`config.mk`:
```
export PLATFORM = sky130hd
export DESIGN_NAME = mem_stage_access
export DESIGN_NICKNAME = d
export VERILOG_FILES = /design/src/rtl/mem_stage_access_pkg.sv /design/src/rtl/mem_stage_access.sv
export SDC_FILE = /design/constraint.sdc
export NUM_CORES = 1
export LEC_CHECK = 0
export CAP_MARGIN = 20
export CORE_MARGIN = 5
export CORE_UTILIZATION = 43
export CTS_BUF_LIST = sky130_fd_sc_hd__clkbuf_16
export DETAILED_ROUTE_END_ITERATION = 16
export PLACE_DENSITY = 0.84
export SLEW_MARGIN = 20
export SYNTH_ARGS = -nofsm -noshare
export SYNTH_HDL_FRONTEND = slang
export SYNTH_SLANG_ARGS = --single-unit
```
`constraint.sdc`:
```
create_clock -name CLK -period 4.65 [get_ports CLK]
set_clock_uncertainty 0.05 [all_clocks]
set_input_delay 0.6975 -clock CLK [delete_from_list [all_inputs] [get_ports CLK]]
set_output_delay 0.6975 -clock CLK [all_outputs]
set_load 0.02 [all_outputs]
```
`src/rtl/mem_stage_access_pkg.sv`:
```
// Shared definitions for the MEM-stage access block of the MIPS32 core.
//   DEF_WORD_LEN / DEF_REG_ADDR_LEN : default data and register-address widths
//   ST_IDLE / ST_WAIT                : FSM state encodings
//   access_is_write()                : load/store decode for the memory request
package mem_stage_access_pkg;

  localparam int DEF_WORD_LEN     = 32;
  localparam int DEF_REG_ADDR_LEN = 5;

  localparam logic [0:0] ST_IDLE = 1'b0;
  localparam logic [0:0] ST_WAIT = 1'b1;

  // A load and a store flagged together is performed as a load; the store is dropped.
  function automatic logic access_is_write(input logic rd_en, input logic wr_en);
    return ~rd_en & wr_en;
  endfunction

endpackage

```
`src/rtl/mem_stage_access.sv`:
```
// MEM-stage consumer of the EX/MEM pipeline register.
// Runs loads/stores against a variable-latency data memory and drives the
// MEM/WB register fields. Non-memory instructions pass through in one edge.
//
// Ports:
//   CLK, RESET            clock, synchronous active-high reset
//   *_IN                  EX/MEM register fields (frozen while STALL=1)
//   MEM_REQ/WE/ADDR/WDATA memory request, registered
//   MEM_ACK/MEM_RDATA     memory completion strobe and load data
//   STALL                 combinational; freezes PC/IF/ID/EX/EX-MEM
//   BUS_ERR               one-cycle pulse when an access times out
//   *_OUT_REG             MEM/WB register fields
//   STATE_DBG             current FSM state (0=IDLE, 1=WAIT)
//
// Memory handshake: MEM_REQ rises on the edge that enters WAIT and holds,
// together with MEM_WE/MEM_ADDR/MEM_WDATA, unchanged until the memory
// returns a single-cycle MEM_ACK (MEM_RDATA valid in that same cycle) or the
// wait counter expires. MEM_REQ drops on the completing edge and stays low for
// at least one cycle before the next request. MEM_ACK outside WAIT is ignored.
module mem_stage_access
  import mem_stage_access_pkg::*;
#(
  parameter int WORD_LEN     = DEF_WORD_LEN,
  parameter int REG_ADDR_LEN = DEF_REG_ADDR_LEN,
  parameter int ACK_TIMEOUT  = 255
) (
  input  logic                    CLK,
  input  logic                    RESET,
  input  logic                    WB_EN_IN,
  input  logic                    MEM_READ_EN_IN,
  input  logic                    MEM_WRITE_EN_IN,
  input  logic [WORD_LEN-1:0]     PC_IN,
  input  logic [WORD_LEN-1:0]     ALU_RESULT_IN,
  input  logic [WORD_LEN-1:0]     SW_OPERAND_IN,
  input  logic [REG_ADDR_LEN-1:0] DESTINATION_IN,
  output logic                    MEM_REQ,
  output logic                    MEM_WE,
  output logic [WORD_LEN-1:0]     MEM_ADDR,
  output logic [WORD_LEN-1:0]     MEM_WDATA,
  input  logic                    MEM_ACK,
  input  logic [WORD_LEN-1:0]     MEM_RDATA,
  output logic                    STALL,
  output logic                    BUS_ERR,
  output logic                    WB_EN_OUT_REG,
  output logic                    MEM_READ_EN_OUT_REG,
  output logic [WORD_LEN-1:0]     PC_OUT_REG,
  output logic [WORD_LEN-1:0]     ALU_RESULT_OUT_REG,
  output logic [WORD_LEN-1:0]     MEM_DATA_OUT_REG,
  output logic [REG_ADDR_LEN-1:0] DESTINATION_OUT_REG,
  output logic                    STATE_DBG
);

  localparam int CNT_W = $clog2(ACK_TIMEOUT + 1);
  localparam logic [CNT_W-1:0] CNT_LAST = CNT_W'(ACK_TIMEOUT - 1);

  logic [0:0]              state_q, state_d;
  logic [CNT_W-1:0]        cnt_q, cnt_d;
  logic                    req_q, req_d;
  logic                    we_q, we_d;
  logic [WORD_LEN-1:0]     addr_q, addr_d;
  logic [WORD_LEN-1:0]     wdata_q, wdata_d;
  logic                    bus_err_q, bus_err_d;
  logic                    wb_en_q, wb_en_d;
  logic                    rd_en_q, rd_en_d;
  logic [WORD_LEN-1:0]     pc_q, pc_d;
  logic [WORD_LEN-1:0]     alu_q, alu_d;
  logic [WORD_LEN-1:0]     data_q, data_d;
  logic [REG_ADDR_LEN-1:0] dest_q, dest_d;

  logic op;
  logic in_wait;
  logic timeout_hit;

  assign op          = MEM_READ_EN_IN | MEM_WRITE_EN_IN;
  assign in_wait     = (state_q == ST_WAIT);
  // An ACK arriving on the last allowed cycle takes precedence over the timeout.
  assign timeout_hit = in_wait & ~MEM_ACK & (cnt_q == CNT_LAST);

  // Completion (ACK or timeout) releases the stall in the same cycle so the
  // upstream pipeline advances on the very edge that writes MEM/WB.
  assign STALL = ((state_q == ST_IDLE) & op) | (in_wait & ~MEM_ACK & ~timeout_hit);

  always_comb begin
    state_d   = state_q;
    cnt_d     = cnt_q;
    req_d     = req_q;
    we_d      = we_q;
    addr_d    = addr_q;
    wdata_d   = wdata_q;
    bus_err_d = 1'b0;
    wb_en_d   = wb_en_q;
    rd_en_d   = rd_en_q;
    pc_d      = pc_q;
    alu_d     = alu_q;
    data_d    = data_q;
    dest_d    = dest_q;

    case (state_q)
      ST_IDLE: begin
        if (op) begin
          state_d = ST_WAIT;
          cnt_d   = '0;
          req_d   = 1'b1;
          we_d    = access_is_write(MEM_READ_EN_IN, MEM_WRITE_EN_IN);
          addr_d  = {ALU_RESULT_IN[WORD_LEN-1:2], 2'b00};
          wdata_d = SW_OPERAND_IN;
          // Bubble into MEM/WB while the access is launched.
          wb_en_d = 1'b0;
          rd_en_d = 1'b0;
        end else begin
          wb_en_d = WB_EN_IN;
          rd_en_d = 1'b0;
          pc_d    = PC_IN;
          alu_d   = ALU_RESULT_IN;
          data_d  = '0;
          dest_d  = DESTINATION_IN;
        end
      end
      default: begin
        if (MEM_ACK || timeout_hit) begin
          // EX/MEM has been frozen, so *_IN still describe the accessing instruction.
          state_d   = ST_IDLE;
          req_d     = 1'b0;
          we_d      = 1'b0;
          bus_err_d = timeout_hit;
          wb_en_d   = MEM_ACK ? WB_EN_IN : 1'b0;
          rd_en_d   = MEM_READ_EN_IN;
          pc_d      = PC_IN;
          alu_d     = ALU_RESULT_IN;
          data_d    = (MEM_ACK && MEM_READ_EN_IN) ? MEM_RDATA : '0;
          dest_d    = DESTINATION_IN;
        end else begin
          cnt_d   = cnt_q + CNT_W'(1);
          wb_en_d = 1'b0;
          rd_en_d = 1'b0;
        end
      end
    endcase
  end

  always_ff @(posedge CLK) begin
    if (RESET) begin
      state_q   <= ST_IDLE;
      cnt_q     <= '0;
      req_q     <= 1'b0;
      we_q      <= 1'b0;
      addr_q    <= '0;
      wdata_q   <= '0;
      bus_err_q <= 1'b0;
      wb_en_q   <= 1'b0;
      rd_en_q   <= 1'b0;
      pc_q      <= '0;
      alu_q     <= '0;
      data_q    <= '0;
      dest_q    <= '0;
    end else begin
      state_q   <= state_d;
      cnt_q     <= cnt_d;
      req_q     <= req_d;
      we_q      <= we_d;
      addr_q    <= addr_d;
      wdata_q   <= wdata_d;
      bus_err_q <= bus_err_d;
      wb_en_q   <= wb_en_d;
      rd_en_q   <= rd_en_d;
      pc_q      <= pc_d;
      alu_q     <= alu_d;
      data_q    <= data_d;
      dest_q    <= dest_d;
    end
  end

  assign MEM_REQ             = req_q;
  assign MEM_WE              = we_q;
  assign MEM_ADDR            = addr_q;
  assign MEM_WDATA           = wdata_q;
  assign BUS_ERR             = bus_err_q;
  assign WB_EN_OUT_REG       = wb_en_q;
  assign MEM_READ_EN_OUT_REG = rd_en_q;
  assign PC_OUT_REG          = pc_q;
  assign ALU_RESULT_OUT_REG  = alu_q;
  assign MEM_DATA_OUT_REG    = data_q;
  assign DESTINATION_OUT_REG = dest_q;
  assign STATE_DBG           = state_q[0];

endmodule

```
==> results of run 1 <==
==> where the power goes <==
| part | switching (W) | internal (W) | total, W |
|---|---|---|---|
| sequential | 0.0000470 | 0.00161 | 0.00166 |
| clock | 0.000612 | 0.000797 | 0.00141 |
| combinational | 0.000380 | 0.000335 | 0.000715 |
| total | 0.00104 | 0.00274 | 0.00378 |
==> cell type report <==
class | count | area share [%]
Clock buffer | 17 | 4.23
Clock inverter | 15 | 1.57
Inverter | 2 | 0.0746
Multi-Input combinational cell | 486 | 25.2
Sequential cell | 177 | 35.2
Tap cell | 184 | 2.29
Timing Repair Buffer | 318 | 31.5
==> logic make-up after synthesis <==
| kind of cell | count (synthesis) | synth area share (%) |
|---|---|---|
| simple gates | 225 | 15.3 |
| fa+ha+maj | 2 | 0.389 |
| flops | 177 | 55.1 |
| buf+inv | 72 | 5.97 |
| compound gates | 251 | 22.3 |
| other cells | 1 | 0.0583 |
| mux | 6 | 0.934 |
==> routing by layer <==
layer,vias up,track usage [%],share of wire [%]
met5,-,0,0
met1,2972,26.6,40
met4,0,8.77,2.4
met2,268,36.9,48
met3,31,7.52,8.8
li1,3082,-,-
==> cells in the final DEF (no fill, tap or decap), types with 2 or more instances in the layout <==
cell type	n
clkdlybuf4s50_1	307
dfxtp_1	177
nand2_1	136
a21oi_1	135
nand3_1	72
o21ai_1	62
a22o_1	31
clkbuf_16	17
o21ai_0	11
buf_4	10
or3_1	6
mux2i_1	6
clkinv_4	4
inv_6	4
o21ai_4	2
ha_1	2
conb_1	2
bufinv_16	2
clkinv_1	2
clkinvlp_4	2
==> worst paths after layout <==
check                                            end  slack, ns  depth (start not counted)
worst min-delay path                   MEM_WDATA[23]       0.40                          2
worst min register to register         MEM_WDATA[23]       0.40                          2
worst max-delay path                           STALL       1.54                          5
worst max register to register  MEM_DATA_OUT_REG[16]       2.12                          8
==> critical path: cells and delay by family <==
family / cells / cell delay, ns
buffers and inverters: 2 / 1.15
and+or+nand+nor: 2 / 0.43
AOI/OAI and AO/OA: 1 / 0.08
==> registers in the layout, indices dropped and copies added (netlist names), 5 cells and up <==
register,flops
DESTINATION_OUT_REG,5
PC_OUT_REG,32
cnt_q,8
MEM_ADDR,30
MEM_DATA_OUT_REG,32
ALU_RESULT_OUT_REG,32
MEM_WDATA,32
==> metrics by stage <==
step                hold slack [ns]  total power (W)  utilization (%)  worst slack (ns)  instances
floorplan                     0.406          0.00205                -              2.52        735
global placement              0.391          0.00240             65.0              1.40       1167
detailed placement            0.396          0.00241             65.0              1.38       1167
CTS                           0.404          0.00381             69.0              1.54       1199
global route                  0.418          0.00393             69.0              1.51       1199
finish                        0.404          0.00378             69.0              1.54       1199
==> impl_metrics.env, run 1 <==
export IMPL_status="finished clean"
export IMPL_cts_max_path_buffers=2
export IMPL_path_max_fanout=5
export IMPL_dp_hpwl_um=13900
export IMPL_cts_tree="yes"
export IMPL_fin_crit_sh_pct=66.8
export IMPL_antenna_found_initial=0
export IMPL_htree_levels=4
export IMPL_cpPeakStageDelay_ns=0.65
export IMPL_final_layout_size_suffix_gt1_share_pct=5.12
export IMPL_multi_input_area_um2=2530
export IMPL_dr_pass1_iters=5
export IMPL_crit_required_ns=3.90
export IMPL_drtIter0Drc=486
export IMPL_grt_usage_pct=22.2
export IMPL_yosysSeqAreaShare_pct=55.1
export IMPL_worstSetupPathType="in -> out"
export IMPL_grt_start_max_net_pins=93
export IMPL_coreArea_um2=14600
export IMPL_hold_class="reg -> reg"
export IMPL_worst_setup_path_start_kind="primary input"
export IMPL_setup_viol=0
export IMPL_ys_warn_count=0
export IMPL_ys_flop_type="dfxtp_1"
export IMPL_drc_errors=0
export IMPL_async_reset_ff_share_pct=0
export IMPL_grt_overflow=0
export IMPL_cp_startpoint="MEM_ACK"
export IMPL_vias_per_cell=5.30
export IMPL_postCtsSetupBuffers=0
export IMPL_totalWireLength_um=20500
export IMPL_synth_cell_types=40
export IMPL_clk_latency_ns=0.42
export IMPL_cts_resized=0
export IMPL_synth_area_um2=6430
export IMPL_crit_arrival_ns=2.36
export IMPL_grt_pass1_vias=5996
export IMPL_synth_area_per_cell_um2=8.76
export IMPL_synth_area_leaders="dfxtp_1 55%, a21oi_1 11%, nand2_1 7.9%, nand3_1 5.6%, o21ai_1 4.9%"
export IMPL_cts_root_buf="clkbuf_16"
export IMPL_rows=44
export IMPL_crit_chain="clkdlybuf4s50_1 > and2b_1 > o21ai_4 > nand2_1 > clkdlybuf4s50_1"
export IMPL_hold_viol=0
export IMPL_vias=6353
export IMPL_hold_start="MEM_WDATA[23]"
export IMPL_n_fill_cell=1192
export IMPL_start_util_pct=44.1
export IMPL_finalMaxSlewViolations=0
export IMPL_yosys_area_top_type_share_pct=55.1
export IMPL_numCtsBuffers=17
export IMPL_worst_path_max_delay_cell="clkdlybuf4s50_1"
export IMPL_grt_setup_unrepaired="false"
export IMPL_wl_per_cell_um=17.1
export IMPL_clock_sinks=177
export IMPL_gp_congestion=0.804
export IMPL_portBuffers=308
export IMPL_slew_limit_headroom_pct=35.4
export IMPL_fmax_mhz=322
export IMPL_grt_pass1_wl_um=32000
export IMPL_die_height_um=132
export IMPL_fin_nets=1143
export IMPL_holdBufCountCts=0
export IMPL_top_level_ports=311
export IMPL_design_area_um2=10100
export IMPL_yosysMostFrequentCell="dfxtp_1"
export IMPL_setup_tns_ns=0
export IMPL_ys_seq_elements=177
export IMPL_regArea_um2=3540
export IMPL_die_w_um=132
export IMPL_synth_area_leader_cell="dfxtp_1"
export IMPL_antenna_left=0
export IMPL_leakagePower_nw=3.71
export IMPL_regToRegStartpoint="cnt_q[0]"
export IMPL_ir_drop_mv=0.243
export IMPL_areaGrowthSynthToFinish_pct=56.5
export IMPL_cpMostUsedCell="clkdlybuf4s50_1"
export IMPL_num_antenna_cells=0
export IMPL_yosys_top_cells_count="177 x dfxtp_1, 136 x nand2_1, 135 x a21oi_1"
export IMPL_netlist_instances=734
export IMPL_dieArea_um2=17500
export IMPL_cp_end_kind="output port"
export IMPL_period_needed_ns=3.11
export IMPL_synth_edf_count=0
export IMPL_dpl_cell_area_um2=9480
export IMPL_max_cap_violations=0
export IMPL_path_clk_slew_ns=0.06
export IMPL_worst_slew_pin_slew_ns=0.969
export IMPL_p_per_area_nw_per_um2=376
Power figures use the tool's default switching activity.
==> run 2, diff against run 1 <==
--- a/config.mk
+++ b/config.mk
@@ -7,10 +7,10 @@
 export LEC_CHECK = 0
 export CAP_MARGIN = 20
 export CORE_MARGIN = 5
-export CORE_UTILIZATION = 43
+export CORE_UTILIZATION = 37
 export CTS_BUF_LIST = sky130_fd_sc_hd__clkbuf_16
 export DETAILED_ROUTE_END_ITERATION = 16
-export PLACE_DENSITY = 0.84
+export PLACE_DENSITY = 0.77
 export SLEW_MARGIN = 20
 export SYNTH_ARGS = -nofsm -noshare
 export SYNTH_HDL_FRONTEND = slang
==> constraint.sdc (replaced) <==
create_clock -name CLK -period 2.55 [get_ports CLK]
set_clock_uncertainty 0.05 [all_clocks]
set_input_delay 0.3825 -clock CLK [delete_from_list [all_inputs] [get_ports CLK]]
set_output_delay 0.3825 -clock CLK [all_outputs]
set_load 0.02 [all_outputs]
==> run 2 against run 1 <==
Net effect: register-to-register slack got worse by 1.6 ns; routed wire length grew 1.0%; via count hardly changed; die area is 15% higher; core utilization fell by 9.1 points; worst setup slack got worse by 1.3 ns; global-route usage down 2.2 points; clock power grew 72%; clock-buffer cell count unchanged; first-iteration DRC count shrank 22%; sequential cell count unchanged; sequential share of layout area fell by 0.78 points.
==> impl_metrics.env, run 2 (same netlist as run 1, synthesis figures left out) <==
export IMPL_status="finished clean"
export IMPL_grt_pass1_wl_um=32600
export IMPL_rows=48
export IMPL_leakagePower_nw=3.80
export IMPL_worstSetupPathType="reg -> out"
export IMPL_setup_tns_ns=0
export IMPL_worstHoldEndpoint="MEM_ADDR[31]"
export IMPL_p_per_area_nw_per_um2=664
export IMPL_antenna_left=0
export IMPL_clock_sinks=177
export IMPL_worst_slack_ns=0.251
export IMPL_mostFrequentLayoutCells="306 x clkdlybuf4s50_1, 177 x dfxtp_1, 136 x nand2_1, 135 x a21oi_1, 72 x nand3_1"
export IMPL_cts_tree="yes"
export IMPL_dr_pass1_iters=4
export IMPL_period_needed_ns=2.30
export IMPL_crit_arrival_ns=1.87
export IMPL_grt_pass1_vias=6127
export IMPL_final_layout_size_suffix_gt1_share_pct=6.05
export IMPL_regToRegStartpoint="cnt_q[0]"
export IMPL_portBuffers=308
export IMPL_vias_per_cell=5.08
export IMPL_path_clk_slew_ns=0.07
export IMPL_die_height_um=142
export IMPL_numCtsBuffers=17
export IMPL_hold_class="in -> reg"
export IMPL_cp_end_kind="output port"
export IMPL_holdBufCountCts=0
export IMPL_dp_hpwl_um=14600
export IMPL_hold_start="RESET"
export IMPL_dieArea_um2=20100
export IMPL_clk_latency_ns=0.41
export IMPL_grt_start_max_net_pins=86
export IMPL_n_fill_cell=1554
export IMPL_reg2reg_slack_ns=0.50
export IMPL_fin_nets=1154
export IMPL_holdPathStages=2
export IMPL_cts_max_path_buffers=2
export IMPL_crit_required_ns=2.12
export IMPL_antenna_found_initial=0
export IMPL_areaGrowthSynthToFinish_pct=60.0
export IMPL_totalWireLength_um=20700
export IMPL_grt_usage_pct=20.1
export IMPL_layout_commonest_cell="clkdlybuf4s50_1"
export IMPL_grt_overflow=0
export IMPL_gp_congestion=0.776
export IMPL_drc_errors=0
export IMPL_r2r_end="MEM_DATA_OUT_REG[9]"
export IMPL_drtIter0Drc=378
export IMPL_coreArea_um2=17200
export IMPL_cts_root_buf="clkbuf_16"
export IMPL_htree_levels=4
export IMPL_die_w_um=142
export IMPL_grt_setup_unrepaired="false"
export IMPL_worst_setup_path_start_kind="flip-flop"
export IMPL_setup_viol=0
export IMPL_path_max_fanout=3
export IMPL_num_antenna_cells=0
export IMPL_worstRegToRegCells=8
export IMPL_max_cap_violations=0
export IMPL_vias=6349
export IMPL_hold_viol=0
export IMPL_fin_crit_sh_pct=90.2
export IMPL_wl_per_cell_um=16.6
export IMPL_start_util_pct=37.4
export IMPL_finalMaxSlewViolations=0
export IMPL_ir_drop_mv=0.490
export IMPL_fmax_mhz=435
export IMPL_top_level_ports=311
export IMPL_place_worst_setup_slack_ns=0.209
[run 2: worst max path at each step]
stage,start,to,depth (start not counted)
global placement,MEM_ACK,STALL,5
floorplan,STATE_DBG,STALL,5
global route,cnt_q[0],STALL,6
detailed placement,MEM_READ_EN_IN,ALU_RESULT_OUT_REG[22],6
CTS,cnt_q[0],STALL,6
finish,cnt_q[0],STALL,6
[run 2: repair_timing]
| item | in CTS | in global routing |
|---|---|---|
| setup endpoints to repair | 1 | 0 |
| resized for setup | 1 | 0 |
| setup buffers | 0 | 0 |
[run 2: power by group]
part	switching [W]	internal [W]
registers	0.0000867	0.00294
clock network	0.00110	0.00134
logic	0.000706	0.000666
[run 2: per-stage QoR]
step / instances / instance area [um2] / util [%] / total power [W] / hold WS, ns
floorplan: 735 / 6440 / - / 0.00373 / 0.406
global placement: 1219 / 9750 / 56.8 / 0.00445 / 0.390
detailed placement: 1219 / 9750 / 56.8 / 0.00447 / 0.396
CTS: 1249 / 10300 / 59.9 / 0.00690 / 0.352
global route: 1249 / 10300 / 59.9 / 0.00714 / 0.374
finish: 1249 / 10300 / 59.9 / 0.00683 / 0.378
[run 2: layer usage]
metal / track usage [%] / wire (um) / up-vias
met2: 33.3 / 9770 / 247
met1: 23.5 / 8360 / 2969
met3: 8.59 / 2160 / 29
met4: 6.26 / 438 / 0
li1: - / - / 3104
met5: 0 / 0 / -
[run 2: area by class of cell]
cell class | count | area [um2] | share of cell area (%)
Sequential cell | 177 | 3540 | 34.4
Timing Repair Buffer | 329 | 3390 | 32.9
Multi-Input combinational cell | 486 | 2530 | 24.6
Clock buffer | 17 | 425 | 4.13
Tap cell | 225 | 282 | 2.74
Clock inverter | 13 | 115 | 1.12
Inverter | 2 | 7.51 | 0.0729
[run 2: worst max-delay path, stage by stage, from the launching register on]
cell	delay, ns
dfxtp_1	0.33
inv_1	0.12
ha_1	0.17
nand3_1	0.17
o21ai_4	0.21
nand2_1	0.11
dlygate4sd2_1	0.35
